## config.mk

```make
export PLATFORM = sky130hd
export DESIGN_NAME = if_id_stage
export DESIGN_NICKNAME = d
export VERILOG_FILES = /design/src/rtl/if_id_stage.sv
export SDC_FILE = /design/constraint.sdc
export NUM_CORES = 1
export LEC_CHECK = 0
export BUFFER_PORTS_ARGS = -buffer_cell sky130_fd_sc_hd__buf_4
export CAP_MARGIN = 20
export CORE_ASPECT_RATIO = 2
export CORE_MARGIN = 2
export CORE_UTILIZATION = 48
export DETAILED_ROUTE_END_ITERATION = 12
export PLACE_DENSITY = 0.87
export REMOVE_ABC_BUFFERS = 1
export SLEW_MARGIN = 5
export SYNTH_ARGS = -nofsm -noshare
export SYNTH_HDL_FRONTEND = slang
export SYNTH_SLANG_ARGS = --single-unit
export TNS_END_PERCENT = 1
```

## constraint.sdc

```tcl
create_clock -name clk -period 14.9 [get_ports clk]
set_clock_uncertainty 0.2 [all_clocks]
set_input_delay 4.47 -clock clk [delete_from_list [all_inputs] [get_ports clk]]
set_output_delay 4.47 -clock clk [all_outputs]
set_load 0.05 [all_outputs]
```

## src/rtl/if_id_stage.sv

```systemverilog
// Fetch/decode stage of the 3-stage RV32I pipeline: picks the fetched word, decodes it
// into registered execute controls and holds the architectural register file.
module if_id_stage (
  input  logic        clk,
  input  logic        reset,
  input  logic        stall,
  input  logic        inst_mem_is_valid,
  input  logic [31:0] inst_mem_read_data,
  input  logic        stall_read_i,
  input  logic [31:0] inst_fetch_pc,
  input  logic [31:0] instruction_i,
  input  logic        wb_stall,
  input  logic        wb_alu_to_reg,
  input  logic        wb_mem_to_reg,
  input  logic [4:0]  wb_dest_reg_sel,
  input  logic [31:0] wb_result,
  input  logic [31:0] wb_read_data,
  input  logic [1:0]  inst_mem_offset,
  output logic        exception,
  output logic [31:0] execute_immediate_w,
  output logic        immediate_sel_w,
  output logic        alu_w,
  output logic        lui_w,
  output logic        jal_w,
  output logic        jalr_w,
  output logic        branch_w,
  output logic        mem_write_w,
  output logic        mem_to_reg_w,
  output logic        arithsubtype_w,
  output logic [31:0] pc_w,
  output logic [4:0]  src1_select_w,
  output logic [4:0]  src2_select_w,
  output logic [4:0]  dest_reg_sel_w,
  output logic [2:0]  alu_operation_w,
  output logic        illegal_inst_w,
  output logic [31:0] instruction_o
);

  localparam logic [31:0] NOP = 32'h0000_0013;

  localparam logic [6:0] OP_LUI    = 7'b0110111;
  localparam logic [6:0] OP_AUIPC  = 7'b0010111;
  localparam logic [6:0] OP_JAL    = 7'b1101111;
  localparam logic [6:0] OP_JALR   = 7'b1100111;
  localparam logic [6:0] OP_BRANCH = 7'b1100011;
  localparam logic [6:0] OP_LOAD   = 7'b0000011;
  localparam logic [6:0] OP_STORE  = 7'b0100011;
  localparam logic [6:0] OP_IMM    = 7'b0010011;
  localparam logic [6:0] OP_REG    = 7'b0110011;
  localparam logic [6:0] OP_FENCE  = 7'b0001111;
  localparam logic [6:0] OP_SYSTEM = 7'b1110011;

  logic [31:0] inst;
  logic        bubble;
  logic [6:0]  opcode;
  logic [2:0]  funct3;
  logic [6:0]  funct7;

  assign inst   = stall_read_i ? instruction_i : inst_mem_read_data;
  assign bubble = !inst_mem_is_valid || (inst_mem_offset != 2'b00);
  assign opcode = inst[6:0];
  assign funct3 = inst[14:12];
  assign funct7 = inst[31:25];

  logic [31:0] imm_i, imm_s, imm_b, imm_u, imm_j;
  assign imm_i = {{20{inst[31]}}, inst[31:20]};
  assign imm_s = {{20{inst[31]}}, inst[31:25], inst[11:7]};
  assign imm_b = {{19{inst[31]}}, inst[31], inst[7], inst[30:25], inst[11:8], 1'b0};
  assign imm_u = {inst[31:12], 12'b0};
  assign imm_j = {{11{inst[31]}}, inst[31], inst[19:12], inst[20], inst[30:21], 1'b0};

  logic [31:0] dec_imm;
  logic        dec_imm_sel, dec_alu, dec_lui, dec_jal, dec_jalr, dec_branch;
  logic        dec_mem_write, dec_mem_to_reg, dec_arithsub, dec_illegal;
  logic [4:0]  dec_src1, dec_src2, dec_dest;
  logic [2:0]  dec_aluop;

  always_comb begin
    dec_imm        = '0;
    dec_imm_sel    = 1'b0;
    dec_alu        = 1'b0;
    dec_lui        = 1'b0;
    dec_jal        = 1'b0;
    dec_jalr       = 1'b0;
    dec_branch     = 1'b0;
    dec_mem_write  = 1'b0;
    dec_mem_to_reg = 1'b0;
    dec_arithsub   = 1'b0;
    dec_illegal    = 1'b0;
    dec_src1       = '0;
    dec_src2       = '0;
    dec_dest       = '0;
    dec_aluop      = '0;
    case (opcode)
      OP_LUI: begin
        dec_lui = 1'b1; dec_imm_sel = 1'b1; dec_imm = imm_u; dec_dest = inst[11:7];
      end
      OP_AUIPC: begin
        dec_lui = 1'b1; dec_imm_sel = 1'b1; dec_dest = inst[11:7];
        dec_imm = inst_fetch_pc + imm_u;
      end
      OP_JAL: begin
        dec_jal = 1'b1; dec_imm = imm_j; dec_dest = inst[11:7];
      end
      OP_JALR: begin
        dec_jalr = 1'b1; dec_imm_sel = 1'b1; dec_imm = imm_i;
        dec_src1 = inst[19:15]; dec_dest = inst[11:7];
        dec_illegal = (funct3 != 3'b000);
      end
      OP_BRANCH: begin
        dec_branch = 1'b1; dec_imm = imm_b; dec_aluop = funct3;
        dec_src1 = inst[19:15]; dec_src2 = inst[24:20];
        dec_illegal = (funct3 == 3'b010) || (funct3 == 3'b011);
      end
      OP_LOAD: begin
        dec_mem_to_reg = 1'b1; dec_imm_sel = 1'b1; dec_imm = imm_i; dec_aluop = funct3;
        dec_src1 = inst[19:15]; dec_dest = inst[11:7];
        dec_illegal = (funct3 == 3'b011) || (funct3 == 3'b110) || (funct3 == 3'b111);
      end
      OP_STORE: begin
        dec_mem_write = 1'b1; dec_imm_sel = 1'b1; dec_imm = imm_s; dec_aluop = funct3;
        dec_src1 = inst[19:15]; dec_src2 = inst[24:20];
        dec_illegal = (funct3 >= 3'b011);
      end
      OP_IMM: begin
        dec_alu = 1'b1; dec_imm_sel = 1'b1; dec_imm = imm_i; dec_aluop = funct3;
        dec_src1 = inst[19:15]; dec_dest = inst[11:7];
        dec_arithsub = (funct3 == 3'b101) && inst[30];
        // Shift-immediates reuse the upper I-immediate bits as funct7.
        if (funct3 == 3'b001)
          dec_illegal = (funct7 != 7'b0000000);
        else if (funct3 == 3'b101)
          dec_illegal = (funct7 != 7'b0000000) && (funct7 != 7'b0100000);
      end
      OP_REG: begin
        dec_alu = 1'b1; dec_aluop = funct3; dec_arithsub = inst[30];
        dec_src1 = inst[19:15]; dec_src2 = inst[24:20]; dec_dest = inst[11:7];
        dec_illegal = !((funct7 == 7'b0000000) ||
                        ((funct7 == 7'b0100000) && ((funct3 == 3'b000) || (funct3 == 3'b101))));
      end
      OP_FENCE, OP_SYSTEM: begin
      end
      default: dec_illegal = 1'b1;
    endcase
    if (dec_illegal) begin
      dec_imm        = '0;
      dec_imm_sel    = 1'b0;
      dec_alu        = 1'b0;
      dec_lui        = 1'b0;
      dec_jal        = 1'b0;
      dec_jalr       = 1'b0;
      dec_branch     = 1'b0;
      dec_mem_write  = 1'b0;
      dec_mem_to_reg = 1'b0;
      dec_arithsub   = 1'b0;
      dec_src1       = '0;
      dec_src2       = '0;
      dec_dest       = '0;
      dec_aluop      = '0;
    end
  end

  // Control bundle order: illegal, imm_sel, alu, lui, jal, jalr, branch, mem_write, mem_to_reg, arithsub.
  logic [9:0]  ctrl_q, ctrl_d, dec_ctrl;
  logic [31:0] imm_q, imm_d, pc_q, pc_d, inst_q, inst_d;
  logic [14:0] sel_q, sel_d;
  logic [2:0]  aluop_q, aluop_d;
  logic        exc_q, exc_d;

  assign dec_ctrl = {dec_illegal, dec_imm_sel, dec_alu, dec_lui, dec_jal, dec_jalr,
                     dec_branch, dec_mem_write, dec_mem_to_reg, dec_arithsub};

  always_comb begin
    ctrl_d  = ctrl_q;
    imm_d   = imm_q;
    pc_d    = pc_q;
    inst_d  = inst_q;
    sel_d   = sel_q;
    aluop_d = aluop_q;
    if (!stall) begin
      pc_d = inst_fetch_pc;
      if (bubble) begin
        ctrl_d  = '0;
        imm_d   = '0;
        inst_d  = NOP;
        sel_d   = '0;
        aluop_d = '0;
      end else begin
        ctrl_d  = dec_ctrl;
        imm_d   = dec_imm;
        inst_d  = inst;
        sel_d   = {dec_src1, dec_src2, dec_dest};
        aluop_d = dec_aluop;
      end
    end
    // Misaligned fetches fault even while stalled; illegal words fault when they are loaded.
    exc_d = exc_q
          || (inst_mem_is_valid && (inst_mem_offset != 2'b00))
          || (!stall && !bubble && dec_illegal);
  end

  always_ff @(posedge clk) begin
    if (reset) begin
      ctrl_q  <= '0;
      imm_q   <= '0;
      pc_q    <= '0;
      inst_q  <= NOP;
      sel_q   <= '0;
      aluop_q <= '0;
      exc_q   <= 1'b0;
    end else begin
      ctrl_q  <= ctrl_d;
      imm_q   <= imm_d;
      pc_q    <= pc_d;
      inst_q  <= inst_d;
      sel_q   <= sel_d;
      aluop_q <= aluop_d;
      exc_q   <= exc_d;
    end
  end

  assign {illegal_inst_w, immediate_sel_w, alu_w, lui_w, jal_w, jalr_w,
          branch_w, mem_write_w, mem_to_reg_w, arithsubtype_w} = ctrl_q;
  assign {src1_select_w, src2_select_w, dest_reg_sel_w} = sel_q;
  assign execute_immediate_w = imm_q;
  assign pc_w                = pc_q;
  assign instruction_o       = inst_q;
  assign alu_operation_w     = aluop_q;
  assign exception           = exc_q;

  // Register file; x0 is never written so it always reads zero.
  logic [31:0] regs [0:31];
  logic        wb_we;
  logic [31:0] wb_data;

  assign wb_we   = !wb_stall && (wb_alu_to_reg || wb_mem_to_reg) && (wb_dest_reg_sel != 5'd0);
  assign wb_data = wb_mem_to_reg ? wb_read_data : wb_result;

  always_ff @(posedge clk) begin
    for (int i = 0; i < 32; i++) begin
      if (reset)
        regs[i] <= '0;
      else if (wb_we && (wb_dest_reg_sel == i[4:0]))
        regs[i] <= wb_data;
      else
        regs[i] <= regs[i];
    end
  end

endmodule

```

-- After elaboration in Yosys (flattened, before gate mapping)
Cells that the tools add are included.
- $add $sub $neg: 1
- $lt $le $gt $ge: 1
- equal/unequal tests: 19
- multiplexer cells: 37
- reductions and logical operators: 32
- operator list (kind ; number):
    $pmux W32 S6 ; 1
    $mux W32 ; 4
    $add A32 B32 Y32 ; 1
    $mux W5 ; 6
    $eq A7 B6 Y1 const B ; 4
    $eq A7 B7 Y1 const B ; 4
    $mux W1 ; 19
    $mux W15 ; 1
    $eq A7 B5 Y1 const B ; 2
    $reduce_or A6 Y1 ; 2
    $mux W10 ; 1
    $reduce_or A5 Y1 ; 2
    $eq A3 B3 Y1 const B ; 3
    $mux W3 ; 3
    $logic_or A1 B1 Y1 ; 8
    $eq A7 B2 Y1 const B ; 1
    $eq A7 B4 Y1 const B ; 1
    $logic_not A7 Y1 ; 1
    $ne A7 B6 Y1 const B ; 1
    $pmux W1 S7 ; 1
    $reduce_bool A7 Y1 ; 1
    $reduce_or A7 Y1 ; 1
    $eq A3 B2 Y1 const B ; 2
    $logic_and A1 B1 Y1 ; 6
    other kinds (9) ; 14
- bits in registers: 125
- input port bits: 175
- output and inout port bits: 125
- word-level logic and storage cells: 97

-- Depth between registers and ports, before layout
Gate-level depths: netlist (run 1).
- depth after elaboration: 9
- depth in mapped cells: 14
- depth with buffers taken out: 11

-- Worst setup path after synthesis (run 1)
OpenSTA, ideal clock, no wires.
- path type: in2reg
- from: input stall_read_i
- to: register imm_q[27] (netlist: execute_immediate_w[27])
- library setup time: 0.091 ns
- data arrival time: 7.509 ns
- required time: 14.609 ns
- path slack: 7.100 ns
- cell stages on the path: 13
- cells stage by stage: buf_4 buf_2 buf_2 buf_2 mux2_2 ha_1 o21ai_0 o211ai_1 nand2_1 o211ai_1 a2111oi_0 or4_1 a311oi_1
- word-level cells in the longest chain between the ends: 9
- elaborated cells between the ends (all ways): 42
- RTL lines (element ; RTL line ; text):
    start: declaration ; 9 ; input logic stall_read_i,
    $mux W32 * ; 59 ; assign inst = stall_read_i ? instruction_i : inst_mem_read_data;
    branches (longest 6 deep; another with $add A32 B32 Y32) ; n/a ;
    $mux W32 * ; 145 ; if (dec_illegal) begin
    $mux W32 * ; 182 ; if (bubble) begin
    end signal: assignment ; 213 ; imm_q <= imm_d;
    end: declaration ; 165 ; logic [31:0] imm_q, imm_d, pc_q, pc_d, inst_q, inst_d;
Mark *: on every way between the ends.
A chain may end at the register's enable or synchronous reset.

-- Final worst setup path (run 1)
- from: input stall_read_i
- to: register imm_q[28] (netlist: execute_immediate_w[28])
The elaborated chain is that of the path after synthesis.

==> impl_metrics.ini, run 1 <==
[grt]
grt_usage_pct = 30.0
grt_start_max_net_pins = 58
overflow = 0
grt_pass1_wl_um = 34300
antenna_found_initial = 0
grt_pass1_vias = 6702

[placed_design]
port_buffers = 227
place.gp.congestion = 0.905
hpwl_um = 16200
placed_cell_area_mm2 = 0.00833

[run]
drv_cap = 0

[worst_setup_path]
rr_endpoint = execute_immediate_w[28]
crit_type = input port to register
crit_top_cell = a21oi_1
worstPathMaxFanout = 51
r2r_slack_ps = 13520
cp.arrival_ps = 8060
startpoint_type = input port
r2r_start = execute_immediate_w[28]
required_ps = 15050
cp-startpoint = stall_read_i
worstSetupEndpointType = register
slowest_delay_ps = 520
crit_slowest_cell = buf_4
path_cells = buf_4 -> mux2_4 -> ha_1 -> fa_1 -> a21oi_1 -> o211ai_1 -> o221ai_1 -> o21ai_0 -> o31ai_2 -> mux2i_1 -> a21oi_1 -> nor3_1
r2r_cells = 4
endpoint = execute_immediate_w[28]

[yosys]
syn_inst = 740
synth-adder-area-share_pct = 4.06
synth.avg_cell_area_um2 = 8.91
postSynth.asyncResetShare_pct = 0
yosys_warnings = 0
syn_area_mm2 = 0.00660
yosysUniqueCellTypes = 76
synth_mux_area_share_pct = 11.5
synth_edf_count = 0
synthXorXnorAreaFrac_pct = 1.33
synth_compound_area_share_pct = 24.0
synth-seq-cells = 125
ys.flop_type = dfxtp_1
ys_seq_area_share_pct = 37.9
synth_top_family_by_area = compound AO/OA/AOI/OAI gates
synthSimpleGateAreaFrac_pct = 17.3

[timing]
timing.final.crit_share_pct = 53.1
worst_slew_pin_slew_ps = 852
slew_viol_final = 0
hold_ws_ps = 250
rsz0062_at_grt = no
fmax_mhz = 126
setup-tns-final_ps = 0
finalSetupViolCount = 0
fin_crit_ps = 7910
slew-limit-headroom_pct = 42.9
final-hold-violation-count = 0

[detailed_routing]
viasPerCell = 6.18
wl_per_cell_um = 20.4
via_count = 6888
drt_first_pass_iters = 7
ant_nets = 0
drt-total-wl_um = 22800
drt_iter0_drc = 426
drc = 0

[floorplan]
num_io_pins = 300
die_h_um = 170
initial_utilization_pct = 49.1
die-area_mm2 = 0.0148
chipWidth_um = 86.9
floorplan.rows = 60
core_mm2 = 0.0134

[cells_and_area]
nets = 1142
final_cell_mix = buf_4, dfxtp_1, nor2_1
drive_above_1_share_pct = 33.0
fin_util_pct = 66.4
fin_area_mm2 = 0.00892
area.growth.synth_to_final_pct = 35.2
final_common_cell = buf_4
n_antenna_cell = 0

[clock_network]
cts_hold_buf = 0
post-cts-setup-buffers = 0
clockBufferDepth = 2
h-tree-depth = 4
clkTransAtPathRegs_ps = 60
cts_tree = done
clock_latency_ps = 420
numCtsBuffers = 17
root_buffer = clkbuf_16
clock-sinks = 125
cts-resized-gates = 0

[pwr]
power.density_mw_per_mm2 = 104
p_comb_share_pct = 18.6
pwr-share-seq_pct = 37.0
power.total_mw = 0.930
ir_drop_uv = 78.6
p_leak_nw = 3.92
switching_power_mw = 0.272
p_int_mw = 0.659
pwr-share-clk_pct = 44.4
p_sw_share_pct = 29.2

[status]
status = finished, final reports clean

[worst_hold_path]
hp-class = register to register
hold_start = ctrl_q[6]
[final cells by class]
| type | instances | area [um^2] |
|---|---|---|
| Clock inverter | 14 | 143 |
| Multi-Input combinational cell | 559 | 3850 |
| Tap cell | 155 | 194 |
| Fill cell | 1067 | 4520 |
| Sequential cell | 125 | 2500 |
| Inverter | 12 | 45.0 |
| Clock buffer | 18 | 439 |
| Timing Repair Buffer | 232 | 1740 |
[registers in the layout, summed over array words and instances (netlist names)]
signal and count:
ctrl_q 10, alu_operation_w 3, execute_immediate_w 32, pc_w 32
instruction_o 32, sel_q 15, exception 1
[metrics by stage]
step                      setup slack [ps]  instances
after global routing                  6800       1115
final                                 6990       1115
after detailed placement              6640       1083
after floorplan                       7290        696
after CTS                             7080       1115
after global placement                6670       1083
[worst max-delay path, delay by kind of cell]
family | cells | cell delay (ps)
compound gates | 6 | 1480
mux | 2 | 700
buf+inv | 1 | 520
simple gates | 1 | 170
fa+ha+maj | 2 | 690
[worst min path at each step]
stage	slack, ps	cells past startpoint	end
5_1_grt	260	2	ctrl_q[6]
4_1_cts	250	2	execute_immediate_w[8]
3_3_place_gp	240	2	execute_immediate_w[8]
3_5_place_dp	240	2	execute_immediate_w[8]
6_report	250	2	ctrl_q[6]
2_1_floorplan	470	2	exception
[kinds of logic (layout without fill, tap and decap cells)]
| group | Yosys count | in the layout |
|---|---|---|
| simple gates | 240 | 240 |
| xor+xnor | 10 | 10 |
| fa+ha+maj | 21 | 21 |
| flops | 125 | 125 |
| compound gates | 218 | 218 |
| buf+inv | 56 | 276 |
| mux | 70 | 70 |
[power groups by stage]
stage / clock (mW) / sequential [mW] / combinational [mW]
floorplan: 0 / 0.375 / 0.0755
global placement: 0 / 0.351 / 0.166
detailed placement: 0 / 0.352 / 0.169
CTS: 0.414 / 0.345 / 0.171
global route: 0.429 / 0.345 / 0.184
finish: 0.413 / 0.345 / 0.173
[per-layer routing]
layer / global-route usage, % / wire [um]
met1: 31.9 / 8200
met2: 54.2 / 12200
met3: 4.43 / 1240
met4: 17.5 / 1150
met5: 0 / 0
[cell usage after synthesis (10+ instances only)]
library cell	count	area, um^2
o21ai_0	17	85.1
a21oi_1	34	170
nand2_1	58	218
dfxtp_1	125	2500
mux2i_1	40	400
inv_1	10	37.5
ha_1	19	238
o211ai_1	12	90.1
o21ai_1	14	70.1
nand3_1	10	50.1
mux2_2	24	270
nand2b_1	10	62.6
a22oi_1	66	495
a22o_1	12	105
nor2_1	101	379
clkbuf_1	29	109
Note: power is estimated with default switching activity, not from simulation.
==> run 2, diff against run 1 <==
Settings changed: ABC_AREA set to 1, PLACE_DENSITY 0.87 to 0.85.
Clock period 14.9 ns to 7.8 ns, I/O delays scaled along.
==> run 2 against run 1 <==
Design area grew 7.9%. Core utilization is 1.4 points lower. Via count increased by 22%. Worst hold slack gained 13 ps. Total power up 100%. Cell count grew 40%. Flip-flop and latch count is the same. Register-to-register slack worse by 6600 ps. Synthesized cell count grew 56%. Die area increased by 9.6%. Clock-buffer cell count rose by 3. Wire length increased by 13%. Critical endpoint is now ctrl_q[8]. Largest cell class unchanged.
==> impl_metrics.ini, run 2 <==
[clock_network]
numCtsBuffers = 17
cts_hold_buf = 0
clock_latency_ps = 420
clkTransAtPathRegs_ps = 60
h-tree-depth = 4
clock-sinks = 125
clockBufferDepth = 2
root_buffer = clkbuf_16
cts_tree = done
cts-resized-gates = 0
post-cts-setup-buffers = 0

[worst_setup_path]
r2r_slack_ps = 6890
cp-startpoint = stall_read_i
endpoint = ctrl_q[8]
r2r_cells = 2
startpoint_type = input port
cp.arrival_ps = 5450
required_ps = 7940
crit_type = input port to register
worstPathMaxFanout = 43
rr_endpoint = alu_operation_w[1]
worstSetupEndpointType = register
r2r_start = alu_operation_w[1]

[yosys]
synth-seq-cells = 125
postSynth.asyncResetShare_pct = 0
ys_seq_area_share_pct = 34.5
synthTopCellsByArea = dfxtp_1, nand2_1, nor2_1
synth_top_area_share_pct = 34.5
ys.flop_type = dfxtp_1
synth_area_leader_cell = dfxtp_1
syn_inst = 1152
yosysUniqueCellTypes = 37
synth_edf_count = 0
synth_most_common_cell = nand2_1
synth_common_cells = nand2_1, nor2_1, dfxtp_1
syn_area_mm2 = 0.00725
yosys_warnings = 0
synth.avg_cell_area_um2 = 6.30

[detailed_routing]
viasPerCell = 5.41
drt_first_pass_iters = 5
drc = 0
drt-total-wl_um = 25600
drt_iter0_drc = 498
via_count = 8433
wl_per_cell_um = 16.4
ant_nets = 0

[floorplan]
chipWidth_um = 90.9
num_io_pins = 300
core_mm2 = 0.0148
initial_utilization_pct = 49.0
die-area_mm2 = 0.0162
floorplan.rows = 63
die_h_um = 178

[pwr]
p_leak_nw = 4.63
p_int_mw = 1.33
power.density_mw_per_mm2 = 197
ir_drop_uv = 175
switching_power_mw = 0.571
p_comb_share_pct = 18.9
p_sw_share_pct = 30.1
pwr-share-seq_pct = 34.8
pwr-share-clk_pct = 46.2

[cells_and_area]
n_antenna_cell = 0
drive_above_1_share_pct = 22.9
final_common_cell = nand2_1
fin_util_pct = 64.9
nets = 1546
final_cell_mix = nand2_1, buf_4, nor2_1
area.growth.synth_to_final_pct = 32.6
fillers = 1357

[grt]
grt_pass1_vias = 8075
grt_start_max_net_pins = 92
grt_usage_pct = 31.1
overflow = 0
grt_pass1_wl_um = 39900
antenna_found_initial = 0

[placed_design]
dp_worst_setup_slack_ps = 2130
port_buffers = 227
hpwl_um = 18400
place.gp.congestion = 0.978

[worst_hold_path]
hold_start = instruction_o[3]
hp-class = register to register

[run]
drv_cap = 0

[timing]
final-hold-violation-count = 0
slew-limit-headroom_pct = 27.6
worst_slew_pin_slew_ps = 1090
timing.final.crit_share_pct = 68.1
slew_viol_final = 0
fin_crit_ps = 5310
setup-tns-final_ps = 0
fmax_mhz = 188
setup_ws_ps = 2490
finalSetupViolCount = 0
rsz0062_at_grt = no

[status]
status = finished, final reports clean
run 2: changes by cell type after synthesis, sizes merged, moves of 8 or more:
cell    delta
nand2    +384
a21oi     +74
inv       +65
a22oi     -61
o211ai    -10
o21ai     +10
nand3     +91
mux2      -29
a22o      -12
nand2b    -10
mux2i     -41
nor2      +39
nor2b      -8
run 2: power groups by stage:
stage | clock network (mW) | registers (mW) | logic, mW
2_1_floorplan | 0 | 0.724 | 0.158
3_3_place_gp | 0 | 0.674 | 0.345
3_5_place_dp | 0 | 0.674 | 0.351
4_1_cts | 0.881 | 0.660 | 0.354
5_1_grt | 0.910 | 0.662 | 0.389
6_report | 0.877 | 0.660 | 0.359
run 2: layout make-up:
cell class	count	area, um^2	share of cell area [%]
Sequential cell	125	2500	26.0
Tap cell	195	244	2.54
Clock inverter	11	180	1.87
Inverter	80	303	3.15
Timing Repair Buffer	232	1760	18.3
Multi-Input combinational cell	895	4170	43.3
Clock buffer	21	460	4.79
run 2: worst max-delay path, cell delays in order:
cell and delay (ps):
buf_4 420, inv_4 320, nand2_1 160, nand2_2 130, inv_1 80, nand2_1 50, nor2_1 240, nand3_1 110
nand2_1 100, nand3_2 130, nor3_4 520, buf_4 460, nand3_1 170, a21oi_1 150
run 2: logic make-up after synthesis:
group,synth area share [%]
fa+ha+maj,3.55
xor+xnor,0.483
buf+inv,8.11
simple gates,41.2
flops,34.5
compound gates,12.1
run 2: worst min-delay path by stage:
stage,endpoint,slack (ps),depth (start not counted)
final,instruction_o[3],260,2
after CTS,instruction_o[3],260,2
after global placement,instruction_o[3],250,2
after detailed placement,instruction_o[3],250,2
after floorplan,instruction_o[3],460,2
after global routing,instruction_o[10],290,2
run 2: metal layers:
| layer | share of wire [%] | vias to the layer above | GRT usage, % |
|---|---|---|---|
| met5 | 0 | - | 0 |
| met4 | 6.0 | 0 | 19.3 |
| met3 | 6.0 | 115 | 5.10 |
| met2 | 53 | 398 | 57.4 |
| met1 | 35 | 3826 | 32.1 |
| li1 | - | 4094 | - |
run 2: per-stage QoR:
step	total power [mW]	hold slack (ps)	instances	cell area [um^2]
CTS	1.90	259	1559	9620
global placement	1.02	246	1526	8950
finish	1.90	263	1559	9620
detailed placement	1.03	251	1527	8980
global route	1.96	286	1559	9620
floorplan	0.882	465	1100	6970
==> run 3, diff against run 2 <==
Settings changed: ABC_AREA 1 to 0, PLACE_DENSITY 0.85 to 0.87.
Clock period 7.8 ns to 5 ns, I/O delays scaled along.
==> run 3 against run 2 <==
Design area decreased by 5.8%. Sequential share of layout area is 1.6 points higher. Worst setup slack got worse by 2200 ps. Wire length decreased by 10%. Global-route usage fell by 0.40 points. Die area fell by 8.8%. Critical path type unchanged. Critical endpoint is now execute_immediate_w[30]. Largest cell class unchanged.
==> impl_metrics.ini, run 3 (synthesis gave the netlist of run 1 again) <==
[detailed_routing]
drt_first_pass_iters = 5
viasPerCell = 6.16
via_count = 6965
drc = 0
drt-total-wl_um = 23000
drt_iter0_drc = 460
wl_per_cell_um = 20.4
ant_nets = 0

[run]
drv_cap = 0

[worst_hold_path]
hold-path-cell-count = 2
hp-class = register to register
hold_start = ctrl_q[6]
min_to = ctrl_q[6]

[timing]
worst_slew_pin_slew_ps = 1080
setup-tns-final_ps = 0
setup_ws_ps = 280
timing.final.crit_share_pct = 94.4
slew_viol_final = 0
rsz0062_at_grt = no
fmax_mhz = 212
fin_crit_ps = 4720
slew-limit-headroom_pct = 27.7
final-hold-violation-count = 0
finalSetupViolCount = 0

[worst_setup_path]
startpoint_type = input port
cp.arrival_ps = 4780
r2r_cells = 4
slowest_delay_ps = 470
rr_endpoint = execute_immediate_w[28]
crit_type = input port to register
worstSetupEndpointType = register
r2r_slack_ps = 3640
path_cells = buf_4 -> mux2_4 -> ha_1 -> fa_1 -> a21oi_1 -> o211ai_1 -> o221ai_1 -> o21ai_0 -> o31ai_2 -> nor4_1 -> nor4_1 -> nor3_1
crit_top_cell = nor4_1
r2r_start = execute_immediate_w[28]
required_ps = 5060
crit_slowest_cell = o31ai_2
worstPathMaxFanout = 13

[floorplan]
floorplan.rows = 60
initial_utilization_pct = 49.1
core_mm2 = 0.0134
num_io_pins = 300
die-area_mm2 = 0.0148
chipWidth_um = 86.9
die_h_um = 170

[clock_network]
h-tree-depth = 4
clock_latency_ps = 420
cts-resized-gates = 0
numCtsBuffers = 17
cts_hold_buf = 0
clockBufferDepth = 2
post-cts-setup-buffers = 0
clkTransAtPathRegs_ps = 60
root_buffer = clkbuf_16
clock-sinks = 125
cts_tree = done

[grt]
grt_usage_pct = 30.7
grt_start_max_net_pins = 97
grt_pass1_vias = 7054
overflow = 0
grt_pass1_wl_um = 35200
antenna_found_initial = 0

[pwr]
p_leak_nw = 4.01
pwr-share-seq_pct = 36.2
power.density_mw_per_mm2 = 313
switching_power_mw = 0.816
p_sw_share_pct = 28.8
power.total_mw = 2.84
p_int_mw = 2.02
pwr-share-clk_pct = 45.2
ir_drop_uv = 244
p_comb_share_pct = 18.6

[status]
status = finished, final reports clean

[cells_and_area]
drive_above_1_share_pct = 34.1
seq_area_mm2 = 0.00250
final_cell_mix = buf_4, dfxtp_1, nor2_1
multi_input_area_mm2 = 0.00385
area.growth.synth_to_final_pct = 37.4
fillers = 1018
nets = 1158
n_antenna_cell = 0
final_common_cell = buf_4

[placed_design]
port_buffers = 227
place.gp.congestion = 0.919
hpwl_um = 16400
dp_worst_setup_slack_ps = 59.7
[run 3: cell count changes in the layout (fill, tap and decap cells not counted), sizes merged, moves of 12 or more]
cell,change
nand3,-91
buf,+16
a21oi,-74
a22oi,+61
inv,-67
nor2,-39
mux2i,+41
a22o,+12
nand2,-384
mux2,+29
[run 3: final cells by class]
class / instances / share of cell area [%]
multi-input combinational: 559 / 42.5
sequential: 125 / 27.6
timing repair buffer: 248 / 20.5
clock buffer: 18 / 4.85
tap: 155 / 2.14
clock inverter: 14 / 1.85
inverter: 12 / 0.497
[run 3: per-layer routing]
layer	wire length [um]	track usage (%)	up-vias
li1	-	-	3197
met1	7970	32.4	3244
met2	12100	53.8	412
met3	1520	5.50	112
met4	1480	20.2	0
met5	0	0	-
[run 3: worst max path at each step]
stage / endpoint / from / slack (ps)
finish: execute_immediate_w[30] / stall_read_i / 280
global route: execute_immediate_w[30] / stall_read_i / 80
CTS: execute_immediate_w[30] / stall_read_i / 420
detailed placement: execute_immediate_w[30] / stall_read_i / 60
global placement: execute_immediate_w[30] / stall_read_i / 90
floorplan: execute_immediate_w[25] / inst_mem_offset[1] / 360
[run 3: per-stage QoR]
| stage | instances | util, % | hold slack, ps | area (um^2) |
|---|---|---|---|---|
| after floorplan | 696 | - | 465 | 6390 |
| after global placement | 1099 | 62.9 | 238 | 8450 |
| after detailed placement | 1099 | 62.9 | 243 | 8450 |
| after CTS | 1131 | 67.4 | 251 | 9060 |
| after global routing | 1131 | 67.4 | 261 | 9060 |
| final | 1131 | 67.4 | 251 | 9060 |
[run 3: power by group through the flow]
stage	Sequential, mW	Clock, mW	Combinational (mW)
floorplan	1.12	0	0.225
global placement	1.05	0	0.504
detailed placement	1.05	0	0.513
CTS	1.03	1.29	0.520
global route	1.03	1.34	0.560
finish	1.03	1.28	0.528
[run 3: worst max-delay path, delay by kind of cell]
kind | cells | cell delay, ps
AND/OR/NAND/NOR | 3 | 560
multiplexers | 1 | 370
AO/OA/AOI/OAI | 5 | 1440
adder cells (fa/ha/maj) | 2 | 690
buffers and inverters | 1 | 190
